--- src/rtl/axi_rd_slave.sv ---
// AXI4-style read-channel responder: AR request in, R beats out, one beat per
// single-port memory fetch (1-cycle read latency) with a gap cycle between beats.
module axi_rd_slave #(
  parameter int ADDR_W = 32,
  parameter int DATA_W = 64,
  parameter int LEN_W  = 8
) (
  input  logic              ACLK,
  input  logic              ARESETn,
  input  logic              ARVALID,
  output logic              ARREADY,
  input  logic [ADDR_W-1:0] ARADDR,
  input  logic [LEN_W-1:0]  ARLEN,
  input  logic [1:0]        ARBURST,
  input  logic [2:0]        ARPROT,
  output logic              RVALID,
  input  logic              RREADY,
  output logic [DATA_W-1:0] RDATA,
  output logic [1:0]        RRESP,
  output logic              RLAST,
  output logic              mem_en,
  output logic [ADDR_W-1:0] mem_addr,
  input  logic [DATA_W-1:0] mem_rdata
);

  localparam logic [ADDR_W-1:0] STRIDE     = ADDR_W'(DATA_W / 8);
  localparam logic [ADDR_W-1:0] ALIGN_MASK = ~(STRIDE - ADDR_W'(1));

  typedef enum logic [1:0] {IDLE, FETCH, SEND} state_t;

  state_t            state;
  logic [ADDR_W-1:0] addr_q;
  logic [LEN_W-1:0]  len_q;
  logic [LEN_W-1:0]  cnt;
  logic [1:0]        burst_q;

  logic              ar_hs;
  logic              r_hs;
  logic              err_q;
  logic [ADDR_W-1:0] ar_addr_al;
  logic [ADDR_W-1:0] next_addr;

  logic unused_prot;
  assign unused_prot = ^ARPROT;

  assign ar_hs      = (state == IDLE) && ARVALID && ARREADY;
  assign r_hs       = (state == SEND) && RVALID && RREADY;
  assign err_q      = burst_q[1];
  assign ar_addr_al = ARADDR & ALIGN_MASK;
  // FIXED repeats the start word; INCR wraps naturally at 2^ADDR_W
  assign next_addr  = (burst_q == 2'b00) ? addr_q : addr_q + STRIDE;

  // Fetch is issued in the handshake cycle so data lands during FETCH
  always_comb begin
    mem_en   = 1'b0;
    mem_addr = addr_q;
    if (ar_hs) begin
      mem_en   = ~ARBURST[1];
      mem_addr = ar_addr_al;
    end else if (r_hs && !RLAST) begin
      mem_en   = ~err_q;
      mem_addr = next_addr;
    end
  end

  always_ff @(posedge ACLK or negedge ARESETn) begin
    if (!ARESETn) begin
      state   <= IDLE;
      ARREADY <= 1'b0;
      RVALID  <= 1'b0;
      RLAST   <= 1'b0;
      RRESP   <= 2'b00;
      RDATA   <= '0;
      addr_q  <= '0;
      len_q   <= '0;
      cnt     <= '0;
      burst_q <= 2'b00;
    end else begin
      case (state)
        IDLE: begin
          ARREADY <= 1'b1;
          if (ar_hs) begin
            addr_q  <= ar_addr_al;
            len_q   <= ARLEN;
            burst_q <= ARBURST;
            cnt     <= '0;
            ARREADY <= 1'b0;
            state   <= FETCH;
          end
        end
        FETCH: begin
          RDATA  <= err_q ? '0 : mem_rdata;
          RRESP  <= err_q ? 2'b10 : 2'b00;
          RLAST  <= (cnt == len_q);
          RVALID <= 1'b1;
          state  <= SEND;
        end
        SEND: begin
          if (RREADY) begin
            RVALID <= 1'b0;
            if (RLAST) begin
              RLAST   <= 1'b0;
              ARREADY <= 1'b1;
              state   <= IDLE;
            end else begin
              cnt    <= cnt + 1'b1;
              addr_q <= next_addr;
              state  <= FETCH;
            end
          end
        end
        default: state <= IDLE;
      endcase
    end
  end

endmodule

--- config.mk ---
export PLATFORM = sky130hd
export DESIGN_NAME = axi_rd_slave
export DESIGN_NICKNAME = d
export VERILOG_FILES = /design/src/rtl/axi_rd_slave.sv
export SDC_FILE = /design/constraint.sdc
export NUM_CORES = 1
export LEC_CHECK = 0
export ABC_AREA = 1
export CORE_MARGIN = 5
export CORE_UTILIZATION = 40
export CTS_BUF_LIST = sky130_fd_sc_hd__clkbuf_4 sky130_fd_sc_hd__clkbuf_8
export DETAILED_ROUTE_END_ITERATION = 6
export PLACE_DENSITY = 0.72
export SLEW_MARGIN = 20
export SYNTH_ARGS = -nofsm -noshare
export SYNTH_HDL_FRONTEND = slang
export SYNTH_SLANG_ARGS = --single-unit
--- constraint.sdc ---
create_clock -name ACLK -period 2.2 [get_ports ACLK]
set_clock_uncertainty 0.2 [all_clocks]
set_input_delay 0.22 -clock ACLK [delete_from_list [all_inputs] [get_ports ACLK]]
set_output_delay 0.22 -clock ACLK [all_outputs]
set_load 0.01 [all_outputs]
==> Word-level counts from Yosys, hierarchy flattened <==
Cells that the tools add are included.
{ "totals": {"reg_bits": 121, "elab_cells": 62} }
{ "classes": {"add_sub_neg": 2, "eq_ne": 7, "n_mux": 26, "bitwise_logic": 2, "reduce_logical": 15} }
{ "op_table": {"columns": ["cell", "count"], "rows": [
  ["$mux 32", 6],
  ["$mux 64", 1],
  ["$pmux 32 s2", 1],
  ["$add 32x4->32 const B", 1],
  ["$mux 8", 3],
  ["$pmux 8 s2", 1],
  ["$add 8x1->8 const B", 1],
  ["$eq 8x8->1", 1],
  ["$ne 2x2->1 const B", 4],
  ["$mux 1", 7],
  ["$mux 2", 3],
  ["$pmux 1 s2", 3],
  ["$pmux 2 s3", 1],
  ["$reduce_and 2->1", 3],
  ["$logic_and 1x1->1", 5],
  ["$logic_not 2->1", 2],
  ["$reduce_and 4->1", 1],
  ["$reduce_bool 2->1", 2],
  ["$reduce_and 3->1", 1],
  ["$eq 2x1->1 const B", 1],
  ["$eq 2x2->1 const B", 1],
  ["$not 1->1", 2],
  ["$logic_not 1->1", 1]
]} }

==> Longest topological paths before layout <==
{ "depth": {"word_depth": 6, "mapped_depth": 12} }

==> Worst setup path after synthesis <==
Ideal clock, no wire load.
{ "synth_timing": {"path_type": "reg2out", "start": "register addr_q[4]", "end": "output port mem_addr[23]", "arrival_ns": 1.445, "required_time_ns": 1.780, "setup_slack_ns": 0.335, "path_stages_with_launch": 10, "path_buffers": 0, "path_cell_list": "dfrtp_1 > ha_1 > nand2_1 > nor2_1 > nand2_2 > nor2_8 > nand3_1 > nand2_1 > nand3_1 > a21oi_1"} }
{ "synth_between": {"elab_chain_cells": 4} }
{ "synth_rtl": {"columns": ["item", "line_no", "source"], "rows": [
  ["start: declaration", "32", "logic [ADDR_W-1:0] addr_q;"],
  ["start signal: assignment", "83", "addr_q <= ar_addr_al;"],
  ["start signal: assignment", "107", "addr_q <= next_addr;"],
  ["$add 32x4->32", "51", "assign next_addr = (burst_q == 2'b00) ? addr_q : addr_q + STRIDE;"],
  ["$mux 32", "51", null],
  ["$mux 32", "60", "end else if (r_hs && !RLAST) begin"],
  ["$mux 32", "57", "if (ar_hs) begin"],
  ["end: declaration", "22", "output logic [ADDR_W-1:0] mem_addr,"]
]} }
No other way between the ends.

==> Worst setup path in the final report <==
{ "layout_timing": {"start": "register addr_q[4]", "end": "output port mem_addr[15]"} }
Same word-level chain as after synthesis.

==> flow_metrics.tcl <==
set metrics [dict create \
    hpwlAfterDp_mm 15.04 \
    grt_pass1_vias 7161 \
    cts_tree "done" \
    maxCapViolCount 0 \
    wirelength_mm 24.67 \
    critPathMaxFanout 5 \
    netlist_instances 795 \
    fin_crit_ns 2.657 \
    r2r-start "addr_q[4]" \
    synth.distinct_cells 39 \
    synth_top_area_cell "dfrtp_1" \
    die_w_um 136.1 \
    critPathArrivalTime_ns 2.24 \
    cp-start-kind "register" \
    nets 1263 \
    synth_edf_count 0 \
    yosysTopAreaCellShare 0.4606 \
    synth_top_family_by_area "simple AND/OR/NAND/NOR gates" \
    worstHoldStart "ARLEN[1]" \
    dieArea_um2 18510 \
    p_seq_frac 0.254 \
    yosysMostFrequentCell "nand2_1" \
    layout_setup_ws_ns -0.4567 \
    max_freq_mhz 376.4 \
    clkPwrFrac 0.133 \
    synth_area_per_cell_um2 7.995 \
    setup_viol 32 \
    portBuffers 204 \
    critical_path_class "register to output pin" \
    startpoint "addr_q[4]" \
    rsz0062_at_grt "true" \
    io_pins 215 \
    die_y_um 136.1 \
    synthMuxAreaShare 0 \
    antenna_found_initial 1 \
    num_vias 7201 \
    gp_congestion 0.8906 \
    final_area_um2 10830 \
    required_ns 1.78 \
    drive_gt1_frac 0.3103 \
    ys.flop_type "dfrtp_1" \
    cts_max_level 4 \
    clockBufferDepth 2 \
    grt_pass1_wl_mm 36.19 \
    hold_violations 0 \
    clock_sinks 117 \
    syn_area_um2 6356 \
    worstSetupEndpointType "output pin" \
    firstDrtPassIters 5 \
    initial_core_util 0.4045 \
    post-route-period-util 1.208 \
    synth_simple_gate_area_frac 0.2549 \
    synth_common_cells "204 x nand2_1, 117 x dfrtp_1, 85 x nor2_1" \
    netSwitchingPower_uw 6472 \
    synthXorXnorAreaFrac 0.01929 \
    dp.cells 1261 \
    comb_power_share 0.612 \
    status "complete, but fails checks" \
    design.core.area_um2 15710 \
    drc_errors 0 \
    num_rows 46 \
    drt_iter0_markers 504 \
    swShare 0.4255 \
    grt_max_degree 66 \
    via_per_inst 5.229 \
    synth-adder-area-share 0.003937 \
    gr-usage-all-layers 0.2507 \
    drv_slew 0 \
    areaGrowthSynthToFinish_pct 70.32 \
    cts.clk_slew.worst_paths_ns 0.07 \
    drtAntennaViolNets 0 \
    clk_latency_ns 0.45 \
    seq_area_frac_synth 0.4606 \
    final_cells 1377 \
    peakVddDrop_v 0.0006905 \
    routedWlPerCell_um 17.91 \
    leakagePower_uw 0.005053 \
    hp-class "input pin to register" \
    placed_cell_area_um2 9204 \
    root_buffer "clkbuf_8" \
    netlist_top_cells_area "dfrtp_1 46%, nand2_1 12%, a22o_1 8.8%" \
    synthArstFlopShare 1.000 \
    p_per_area_nw_per_um2 1405 \
    internal-power_uw 8736 \
    violations "negative setup slack" \
    synth_compound_gate_area_share 0.1813 \
    cts_buffers 17 \
    overflow 0 \
    synth-seq-cells 117 \
    ys_warn_count 0 \
]
## power by group through the flow
stage / clock network, uW / logic, uW / registers (uW)
floorplan: 0 / 3680 / 3970
global placement: 0 / 7760 / 3770
detailed placement: 0 / 7860 / 3760
CTS: 2050 / 8550 / 3800
global route: 2160 / 10000 / 3980
finish: 2030 / 9310 / 3870
## through the flow
stage               TNS, ns  hold WS, ns  worst slack, ns  power [uW]  utilization
floorplan                 0      -0.2756           0.3353        7651            -
global placement     -6.445     -0.06772          -0.2836       11530       0.5858
detailed placement   -6.967     -0.06785          -0.2940       11620       0.5858
CTS                  -7.959      0.08834          -0.3930       14400       0.6601
global route         -13.48       0.1043          -0.5379       16160       0.6890
finish               -9.722       0.1055          -0.4567       15210       0.6890
## state kept, by name (all words and copies together), names as in the netlist
name and flops:
RDATA 64, addr_q 29, len_q 8, ARREADY 1, RRESP 1, RLAST 1, state 2, burst_q 2
RVALID 1, cnt 8
## cell families after synthesis
family / after synthesis
AOI/OAI and AO/OA: 174
other: 1
DFF: 117
and+or+nand+nor: 372
xor gates and xnor gates: 14
buffers and inverters: 115
adders and majority gates: 2
## worst max-delay path, cell delays in order (launching register included)
cell	delay, ns
dfrtp_1	0.42
ha_4	0.18
nand2_4	0.06
nor2_4	0.16
nand2_4	0.12
nor2_8	0.21
buf_6	0.13
nand3_2	0.07
nand2_2	0.09
nand2_2	0.06
a21oi_2	0.14
buf_2	0.15
## path summary, 6_finish.rpt
kind	end	slack, ns	depth (start not counted)
setup reg to reg	addr_q[15]	-0.41	16
min in group asynchronous	addr_q[23]	0.56	3
setup / recovery	mem_addr[15]	-0.46	11
max in group asynchronous	addr_q[13]	0.41	4
hold / removal	len_q[1]	0.11	3
hold reg to reg	len_q[6]	0.30	2
## metal layers
| layer | vias to the layer above | wire (um) | part of all wire | GRT usage |
|---|---|---|---|---|
| met1 | 3402 | 8913 | 0.36 | 0.2839 |
| li1 | 3333 | - | - | - |
| met5 | - | 0 | 0 | 0 |
| met4 | 0 | 961 | 0.039 | 0.08343 |
| met2 | 374 | 12170 | 0.49 | 0.4287 |
| met3 | 92 | 2626 | 0.11 | 0.1036 |
## area by class of cell
class,instances,area [um2]
Fill cell,1183,4887
Timing Repair Buffer,375,3492
Multi-Input combinational cell,567,3458
Sequential cell,117,2930
Inverter,70,272.8
Tap cell,216,270.3
Clock buffer,18,247.7
Clock inverter,13,151.4
Antenna cell,1,2.502
## layout by cell type (no fill, tap or decap), types with 7 or more instances in the layout
master	n
clkdlybuf4s50_1	173
nand2_1	167
buf_4	122
dfrtp_1	115
nor2_1	71
a22o_1	64
inv_1	59
a21oi_1	50
buf_6	37
nand2_2	31
buf_2	26
nand3_1	24
o21ai_0	21
nand3_2	18
clkbuf_8	18
nor2_4	15
nand2_4	11
a21oi_2	11
o21ai_1	10
nand4_1	9
buf_12	9
inv_2	7
nand3_4	7
## what timing repair did
item / 4_1_cts / 5_1_grt
gates resized for setup: 230 / 86
hold buffers: 3 / 0
hold endpoints to repair: 117 / 0
setup buffers: 64 / 24
gates cloned: 2 / 0
pin swaps: 52 / 63
setup endpoints to repair: 32 / 48
(Power assumes the default switching activity.)
